[src/rtl/booth_aq_shift_reg_pkg.sv]
// Shared Booth multiplier definitions: default sizes, iteration count helper, recoding ops.
// Latency: n/a (package only).
// Backpressure: n/a.
package booth_pkg;

    localparam int DEF_WIDTH      = 8;
    localparam int DEF_RADIX_LOG2 = 2;

    // Number of shift steps needed to consume every multiplier bit
    function automatic int iter_count(input int width, input int radix_log2);
        return width / radix_log2;
    endfunction

    // Operation selected by the controller from booth_bits
    typedef enum logic [2:0] {
        ZERO,
        PLUS_M,
        PLUS_2M,
        MINUS_2M,
        MINUS_M
    } booth_op_t;

    // Radix-4 recoding of {q[1:0], q_m1}
    function automatic booth_op_t booth_decode_r4(input logic [2:0] bits);
        booth_op_t op;
        case (bits)
            3'b001, 3'b010: op = PLUS_M;
            3'b011:         op = PLUS_2M;
            3'b100:         op = MINUS_2M;
            3'b101, 3'b110: op = MINUS_M;
            default:        op = ZERO;
        endcase
        return op;
    endfunction

endpackage

[src/rtl/booth_aq_shift_reg_iter_counter.sv]
// Shift-step counter with sticky done flag; saturates at ITER.
// Latency: 1 cycle from inc to cnt/done update.
// Backpressure: inc is ignored once done is set; clear restarts.
module booth_iter_counter #(
    parameter int ITER  = 4,
    parameter int CNT_W = 3
) (
    input  logic             clk,
    input  logic             reset,
    input  logic             clear,
    input  logic             inc,
    output logic [CNT_W-1:0] cnt,
    output logic             done
);

    // Count accepted steps; done rises in the same update that cnt reaches ITER
    always_ff @(posedge clk or negedge reset) begin
        if (!reset) begin
            cnt  <= '0;
            done <= 1'b0;
        end else if (clear) begin
            cnt  <= '0;
            done <= 1'b0;
        end else if (inc && !done) begin
            cnt <= cnt + 1'b1;
            if (cnt == CNT_W'(ITER - 1)) begin
                done <= 1'b1;
            end
        end
    end

endmodule

[src/rtl/booth_aq_shift_reg.sv]
// A:Q:q_m1 register pair for the Booth multiplier, arithmetic right shift by RADIX_LOG2 per step.
// Latency: 1 cycle for load/shift; booth_bits combinational from registers.
// Backpressure: shifts ignored once done; FUSED_ADD_SHIFT_EN selects add-then-shift vs. load_a-wins.
module booth_aq_shift_reg
    import booth_pkg::*;
#(
    parameter  int WIDTH      = DEF_WIDTH,
    parameter  int RADIX_LOG2 = DEF_RADIX_LOG2,
    localparam int ITER       = iter_count(WIDTH, RADIX_LOG2),
    localparam int CNT_W      = $clog2(ITER + 1)
) (
    input  logic                  clk,
    input  logic                  reset,
    input  logic                  clear,
    input  logic                  load_q,
    input  logic [WIDTH-1:0]      q_in,
    input  logic                  load_a,
    input  logic [WIDTH:0]        sum,
    input  logic                  shift,
    output logic [WIDTH:0]        rez_a,
    output logic [WIDTH-1:0]      rez_q,
    output logic                  q_m1,
    output logic [RADIX_LOG2:0]   booth_bits,
    output logic [CNT_W-1:0]      iter_cnt,
    output logic                  done,
    output logic                  collision
);

    localparam int TOT = 2 * WIDTH + 2;

    logic [WIDTH:0]          shift_src_a;
    logic                    shift_go;
    logic                    coll_set;
    logic signed [TOT-1:0]   shifted;

    // Decide whether a shift step is taken this cycle and which A value feeds it
    always_comb begin
        shift_src_a = rez_a;
        shift_go    = shift && !done && !load_q && !clear;
        coll_set    = 1'b0;
`ifdef FUSED_ADD_SHIFT_EN
        // Adder result goes straight into the shifter, saving a cycle per step
        if (load_a) begin
            shift_src_a = sum;
        end
`else
        // Load wins; the dropped shift is flagged so the controller bug is visible
        if (load_a) begin
            shift_go = 1'b0;
        end
        coll_set = load_a && shift;
`endif
        shifted = $signed({shift_src_a, rez_q, q_m1}) >>> RADIX_LOG2;
    end

    // Accumulator: clear > shift step (possibly fused) > plain load
    always_ff @(posedge clk or negedge reset) begin
        if (!reset) begin
            rez_a <= '0;
        end else if (clear) begin
            rez_a <= '0;
        end else if (shift_go) begin
            rez_a <= shifted[TOT-1 -: WIDTH+1];
        end else if (load_a) begin
            rez_a <= sum;
        end
    end

    // Multiplier and extra Booth bit: load_q overrides any shift
    always_ff @(posedge clk or negedge reset) begin
        if (!reset) begin
            rez_q <= '0;
            q_m1  <= 1'b0;
        end else begin
            if (load_q) begin
                rez_q <= q_in;
            end else if (shift_go) begin
                rez_q <= shifted[WIDTH:1];
            end
            if (clear || load_q) begin
                q_m1 <= 1'b0;
            end else if (shift_go) begin
                q_m1 <= shifted[0];
            end
        end
    end

    // Sticky collision flag, only cleared by clear or reset
    always_ff @(posedge clk or negedge reset) begin
        if (!reset) begin
            collision <= 1'b0;
        end else if (clear) begin
            collision <= 1'b0;
        end else if (coll_set) begin
            collision <= 1'b1;
        end
    end

    booth_iter_counter #(
        .ITER  (ITER),
        .CNT_W (CNT_W)
    ) u_iter_counter (
        .clk   (clk),
        .reset (reset),
        .clear (clear),
        .inc   (shift_go),
        .cnt   (iter_cnt),
        .done  (done)
    );

    assign booth_bits = {rez_q[RADIX_LOG2-1:0], q_m1};

endmodule

[config.mk]
export PLATFORM = sky130hd
export DESIGN_NAME = booth_aq_shift_reg
export DESIGN_NICKNAME = d
export VERILOG_FILES = /design/src/rtl/booth_aq_shift_reg_pkg.sv /design/src/rtl/booth_aq_shift_reg_iter_counter.sv /design/src/rtl/booth_aq_shift_reg.sv
export SDC_FILE = /design/constraint.sdc
export NUM_CORES = 1
export LEC_CHECK = 0
export ABC_CLOCK_PERIOD_IN_PS = 1600
export CORE_ASPECT_RATIO = 0.6
export CORE_UTILIZATION = 41
export DETAILED_ROUTE_END_ITERATION = 16
export PLACE_DENSITY = 0.82
export SKIP_CTS_REPAIR_TIMING = 1
export SLEW_MARGIN = 20
export SYNTH_ARGS = -nofsm -noshare
export SYNTH_HDL_FRONTEND = slang
export SYNTH_SLANG_ARGS = --single-unit
[constraint.sdc]
create_clock -name clk -period 1.6 [get_ports clk]
set_input_delay 0.24 -clock clk [delete_from_list [all_inputs] [get_ports clk]]
set_output_delay 0.24 -clock clk [all_outputs]
set_load 0.05 [all_outputs]
# Word-level counts from Yosys, hierarchy flattened

Cells that the tools add are included.

Register bits after elaboration: 23
Bits in latches: 0
Bits in writable memories: 0
ROM bits: 0
Bits of input ports: 23
Output and inout bits: 26
Memories kept: 0

$add $sub $neg: 1
Multiply operators: 0
Divide/modulo/power cells: 0
Order comparisons: 0
Equality and inequality tests: 2
Shift-type cells: 0
Mux-type cells: 15
Bitwise logic cells: 0
Reduce and logical (&&, ||, !) cells: 18

Operators by type and width:

| operator            | count |
|---|---|
| $mux 9              | 3 |
| $mux 8              | 2 |
| $reduce_bool 2->1   | 6 |
| $mux 1              | 8 |
| $mux 3              | 2 |
| $logic_and 1x1->1   | 5 |
| $reduce_and 2->1    | 2 |
| $add 3x1->3 const B | 1 |
| $eq 3x2->1 const B  | 1 |
| $logic_not 1->1     | 3 |
| $reduce_bool 3->1   | 1 |
| $ne 2x2->1 const B  | 1 |
| $logic_or 1x1->1    | 1 |

# Longest topological paths before layout

Word-level depth: 8
Gate-level depth with buffers: 4
Mapped depth without buffers: 3

# Modules after synthesis

Synthesis repeated with hierarchy kept, for this count alone.

Cell total of the unflattened synthesis: 101
Area, all modules: 1,163.6 um^2

By module, submodules not included:

| module             | instances | cells an instance | area each (um^2) |
|---|---|---|---|
| booth_aq_shift_reg | 1         | 83                | 952.2 |
| booth_iter_counter | 1         | 18                | 211.5 |

# Worst setup path before layout

No wires, ideal clock.

Path type: reg-to-reg
Start point: reg u_iter_counter.done
End point: reg rez_a[0]
Library setup time: 0.135 ns
Arrival: 1.408 ns
Required time: 1.465 ns
Path slack: 0.057 ns
Cell stages (with the launch flop): 4
Buffers on the path: 0
Period minus slack after synthesis: 1.543 ns
Cells stage by stage: dfrtp_1 -> or3b_4 -> nor3_4 -> o31ai_1

Cells in the longest elaborated chain, start to end: 7
Elaborated cells on any way between the ends: 8
Those cells by class: 3 x mux; 5 x reduce/logical

Ends and longest elaborated chain:

| item                             | line                                  | text |
|---|---|---|
| from (decl)                      | booth_aq_shift_reg_iter_counter.sv:13 | `output logic done` |
| from (signal assigned)           | booth_aq_shift_reg_iter_counter.sv:20 | `done <= 1'b0;` |
| from (signal assigned)           | booth_aq_shift_reg_iter_counter.sv:23 | `done <= 1'b0;` |
| from (signal assigned)           | booth_aq_shift_reg_iter_counter.sv:27 | `done <= 1'b1;` |
| $logic_not 1->1 *                | booth_aq_shift_reg.sv:39              | `shift_go = shift && !done && !load_q && !clear;` |
| $logic_and 1x1->1 * (3 in a row) | booth_aq_shift_reg.sv:39              |  |
| $mux 1 *                         | booth_aq_shift_reg.sv:48              | `if (load_a) begin` |
| $mux 9                           | booth_aq_shift_reg.sv:62              | `end else if (shift_go) begin` |
| $mux 9                           | booth_aq_shift_reg.sv:60              | `end else if (clear) begin` |
| to (signal assigned)             | booth_aq_shift_reg.sv:63              | `rez_a <= shifted[TOT-1 -: WIDTH+1];` |
| to (signal assigned)             | booth_aq_shift_reg.sv:65              | `rez_a <= sum;` |
| to (decl)                        | booth_aq_shift_reg.sv:20              | `output logic [WIDTH:0] rez_a,` |

Mark *: on every way between the ends. The rest lies on a longest branch, timed or not. The select of a mux whose other input is x is not followed.
A chain may end at the register's enable or synchronous reset.

# Worst setup path in the final report

Same ends and word-level chain as after synthesis.

==> Flow_metrics.wiki <==
{| class="wikitable"
! Metric !! Value
|-
| Run status || completed
|-
| Final design area excluding fillers || roughly 1700 sq um
|-
| Maximum buffer depth of the clock tree || 2
|-
| Worst path cell trace || or3b_4 > nor3_4 > o31ai_1
|-
| Number of DRC markers after the initial detailed-route iteration || 33
|-
| DR pass1 iterations || 4
|-
| Final cell utilization of the core || 0.658
|-
| Post-detailed-routing wire length || 2.88 mm
|-
| First-pass GRT wire length || 4.72 mm
|-
| DR vias || 960
|-
| CP Data Required Time || 1740 ps
|-
| Mean area per synthesized cell || ~11 sq um
|-
| IO Count || 49
|-
| Seq/Total Area, Yosys || 0.507
|-
| Met2 WL post-DR || 1.35 mm
|-
| CTS tree || built
|-
| Number of buffers inserted during clock tree synthesis || 3
|-
| Sinks on the clock net || 23
|-
| Clock network fraction of total power || 0.249
|-
| Number of failing hold endpoints at the final stage || 0
|-
| Startpoint Class || flip-flop
|-
| Max-capacitance violation count || 0
|-
| Setup crit end kind || flip-flop
|-
| Internal cell power || about 0.00096 W
|-
| Largest clock skew in the final design || 2.93 ps
|-
| Layout cell share with drive strength beyond 1 || 0.288
|-
| Number of synthesized register bits || 23
|-
| Uppermost routed layer || met4
|-
| Final GP Congestion || 0.827
|-
| Switching Power || between 0.0004 and 0.0005 W
|-
| Cell area after synthesis || between 1000 and 1500 sq um
|-
| Critical-path maximum fanout || 7
|-
| Finish-stage setup viols || 0
|-
| H-tree depth || 1
|-
| Effective utilization at floorplan || 0.444
|-
| Total power per unit cell area || 853 nW/um^2
|-
| Final ANT Viol Nets || 0
|-
| Area share of the largest cell type after synthesis || 0.507
|-
| Final critical-path share of the clock period || 0.950
|-
| Core box area || 2560 sq um
|-
| Die height || 42.8 um
|-
| Routed wire length per instance || roughly 15 um
|-
| Crit Reg-Reg Endpoint || rez_a[0]
|-
| Unique masters post-synth || 24
|-
| Worst path arrival time || 1660 ps
|-
| DRC errors left || 0
|-
| Net count after synthesis || 127
|-
| Max Fclk || 0.658 GHz
|-
| Number of antenna violations at the first check in global routing || 0
|-
| Minimum clock period || 1520 ps
|-
| Synth Warn # || 0
|-
| Final net count || between 150 and 200
|-
| Most area-consuming cells after synthesis || dfrtp_1 51%, mux2i_1 16%, o21ai_0 4.4%
|-
| Combinational share of power || 0.296
|-
| Die boundary width || 70.0 um
|-
| Die ar. || 2990 sq um
|-
| Crit Path Category || reg -> reg
|-
| Overflow left after global routing || 0
|-
| LEAKAGE || 0.789 nW
|-
| Worst r2r path cells || 3
|-
| Slowest library cell on the worst path || dfrtp_1
|-
| Number of instances in the synthesized netlist || approximately 100
|-
| Unrepaired setup endpoints after global routing || no
|-
| Detail Placement HPWL || 2.16 mm
|-
| Setup tns final || 0 ps
|-
| P&R area growth vs syn || 48.1%
|-
| Register clock-pin slew on the reported worst setup and hold paths || 80 ps
|-
| RR Startpoint || u_iter_counter.done
|-
| CTS Root Buffer Type || clkbuf_8
|-
| Worst hold slack || 315 ps
|-
| Placed Instance Area || between 1500 and 2000 sq um
|-
| Number of global-route vias before repair || about 970
|-
| Count of pins over their slew limit || 0
|-
| Setup slack of the most critical reg-to-reg path || 80 ps
|-
| Port Buffers || 48
|-
| VDD IR max || approximately 360 uV
|-
| Actual transition at the worst max-transition pin || ~320 ps
|-
| Via-to-Cell Ratio || 5.11
|-
| Number of diodes added for antenna fixing || 0
|-
| Slew margin rel. || 0.784
|-
| Clock network latency to the later pin of the worst-skew pair || between 200 and 300 ps
|-
| Wire length the detailed router placed on met1 || approximately 1.4 mm
|-
| Row count || 14
|-
| Overall power of the completed layout || 0.00144 W
|-
| Net Sw Frac || 0.332
|-
| Worst min-delay path class || in -> async
|-
| GR Util All Layers || 0.210
|-
| Top cell type by total area after synthesis || dfrtp_1
|-
| Share of power burned in registers || 0.455
|-
| CP peak stage delay || roughly 500 ps
|-
| Pin count of the biggest net entering global routing || 24
|-
| Metal3 WL || approximately 140 um
|}
## registers in the layout, indices dropped and copies added (netlist names)
register / flops
u_iter_counter.done: 1
u_iter_counter.cnt: 3
q_m1: 1
rez_a: 9
rez_q: 8
collision: 1
## through the flow
stage / cells / worst slack, ps
after floorplan: 102 / 57.4
after global placement: 184 / -112
after detailed placement: 184 / -171
after CTS: 188 / 64.4
after global routing: 188 / 26.7
final: 188 / 79.4
## cells in the final DEF, fill, tap and decap left out
| cell type | instances |
|---|---|
| o211ai_1 | 2 |
| buf_12 | 1 |
| a21boi_0 | 2 |
| a22o_1 | 1 |
| nor3_4 | 1 |
| nand2_1 | 8 |
| nor2_1 | 4 |
| nand2_2 | 1 |
| nor3b_4 | 1 |
| inv_1 | 2 |
| clkbuf_8 | 3 |
| clkbuf_1 | 1 |
| nand3_1 | 6 |
| buf_4 | 35 |
| a21oi_1 | 2 |
| nor4b_2 | 1 |
| dfrtp_1 | 23 |
| o31ai_1 | 6 |
| or3b_4 | 1 |
| ha_1 | 2 |
| and3_1 | 1 |
| mux2i_1 | 18 |
| a31o_2 | 1 |
| clkdlybuf4s50_1 | 22 |
| nor3_1 | 1 |
| o21ai_0 | 10 |
## kinds of logic after synthesis
logic type | synth area share
buffers and inverters | 0.0485
AO/OA/AOI/OAI | 0.134
AND/OR/NAND/NOR | 0.130
multiplexers | 0.159
adder cells (fa/ha/maj) | 0.0220
flip-flops | 0.507
## synthesized netlist by cell type
cell type,instances
a31o_2,1
a21oi_1,2
nor2_1,4
o31ai_1,6
buf_2,2
o211ai_1,2
nand2_2,1
or3b_4,1
buf_4,4
dfrtp_1,23
inv_1,2
a21boi_0,2
nor3_1,1
mux2i_1,18
clkbuf_1,2
nand3_1,6
ha_1,2
o21ai_0,10
nor3b_2,1
a22o_1,1
nand2_1,8
and3_1,1
nor4b_2,1
nor3_4,1
## layout make-up
type                    instances  area (sq um)
clock buffers                   4          45.0
fillers                       199           875
inverters                       2          7.51
multi-input cells              69           512
flip-flops and latches         23           576
well taps                      32          40.0
repair buffers                 58           503
## layer usage
metal | vias up | track usage
met5 | - | 0
met4 | 0 | 0.0520
met3 | 2 | 0.0665
met2 | 28 | 0.337
met1 | 451 | 0.280
li1 | 479 | -
## power groups by stage
stage                     Sequential [W]  Clock (W)  Combinational [W]
after floorplan                 0.000794          0           0.000117
after global placement          0.000662          0           0.000418
after detailed placement        0.000664          0           0.000425
after CTS                       0.000653   0.000366           0.000426
after global routing            0.000658   0.000407           0.000448
final                           0.000653   0.000357           0.000425
## worst max path at each step
| stage | start | endpoint | slack (ps) |
|---|---|---|---|
| finish | u_iter_counter.done | rez_a[0] | 80 |
| global route | u_iter_counter.done | rez_a[0] | 30 |
| CTS | load_a | rez_a[6] | 60 |
| detailed placement | load_a | rez_a[6] | -170 |
| global placement | load_a | rez_a[4] | -110 |
| floorplan | u_iter_counter.done | rez_a[0] | 60 |
## critical path, delay by kind of cell (launching register included)
| kind | cells | cell delay [ps] |
|---|---|---|
| AOI/OAI and AO/OA | 1 | 140 |
| DFF | 1 | 500 |
| and+or+nand+nor | 2 | 760 |
Power figures use the tool's default switching activity.
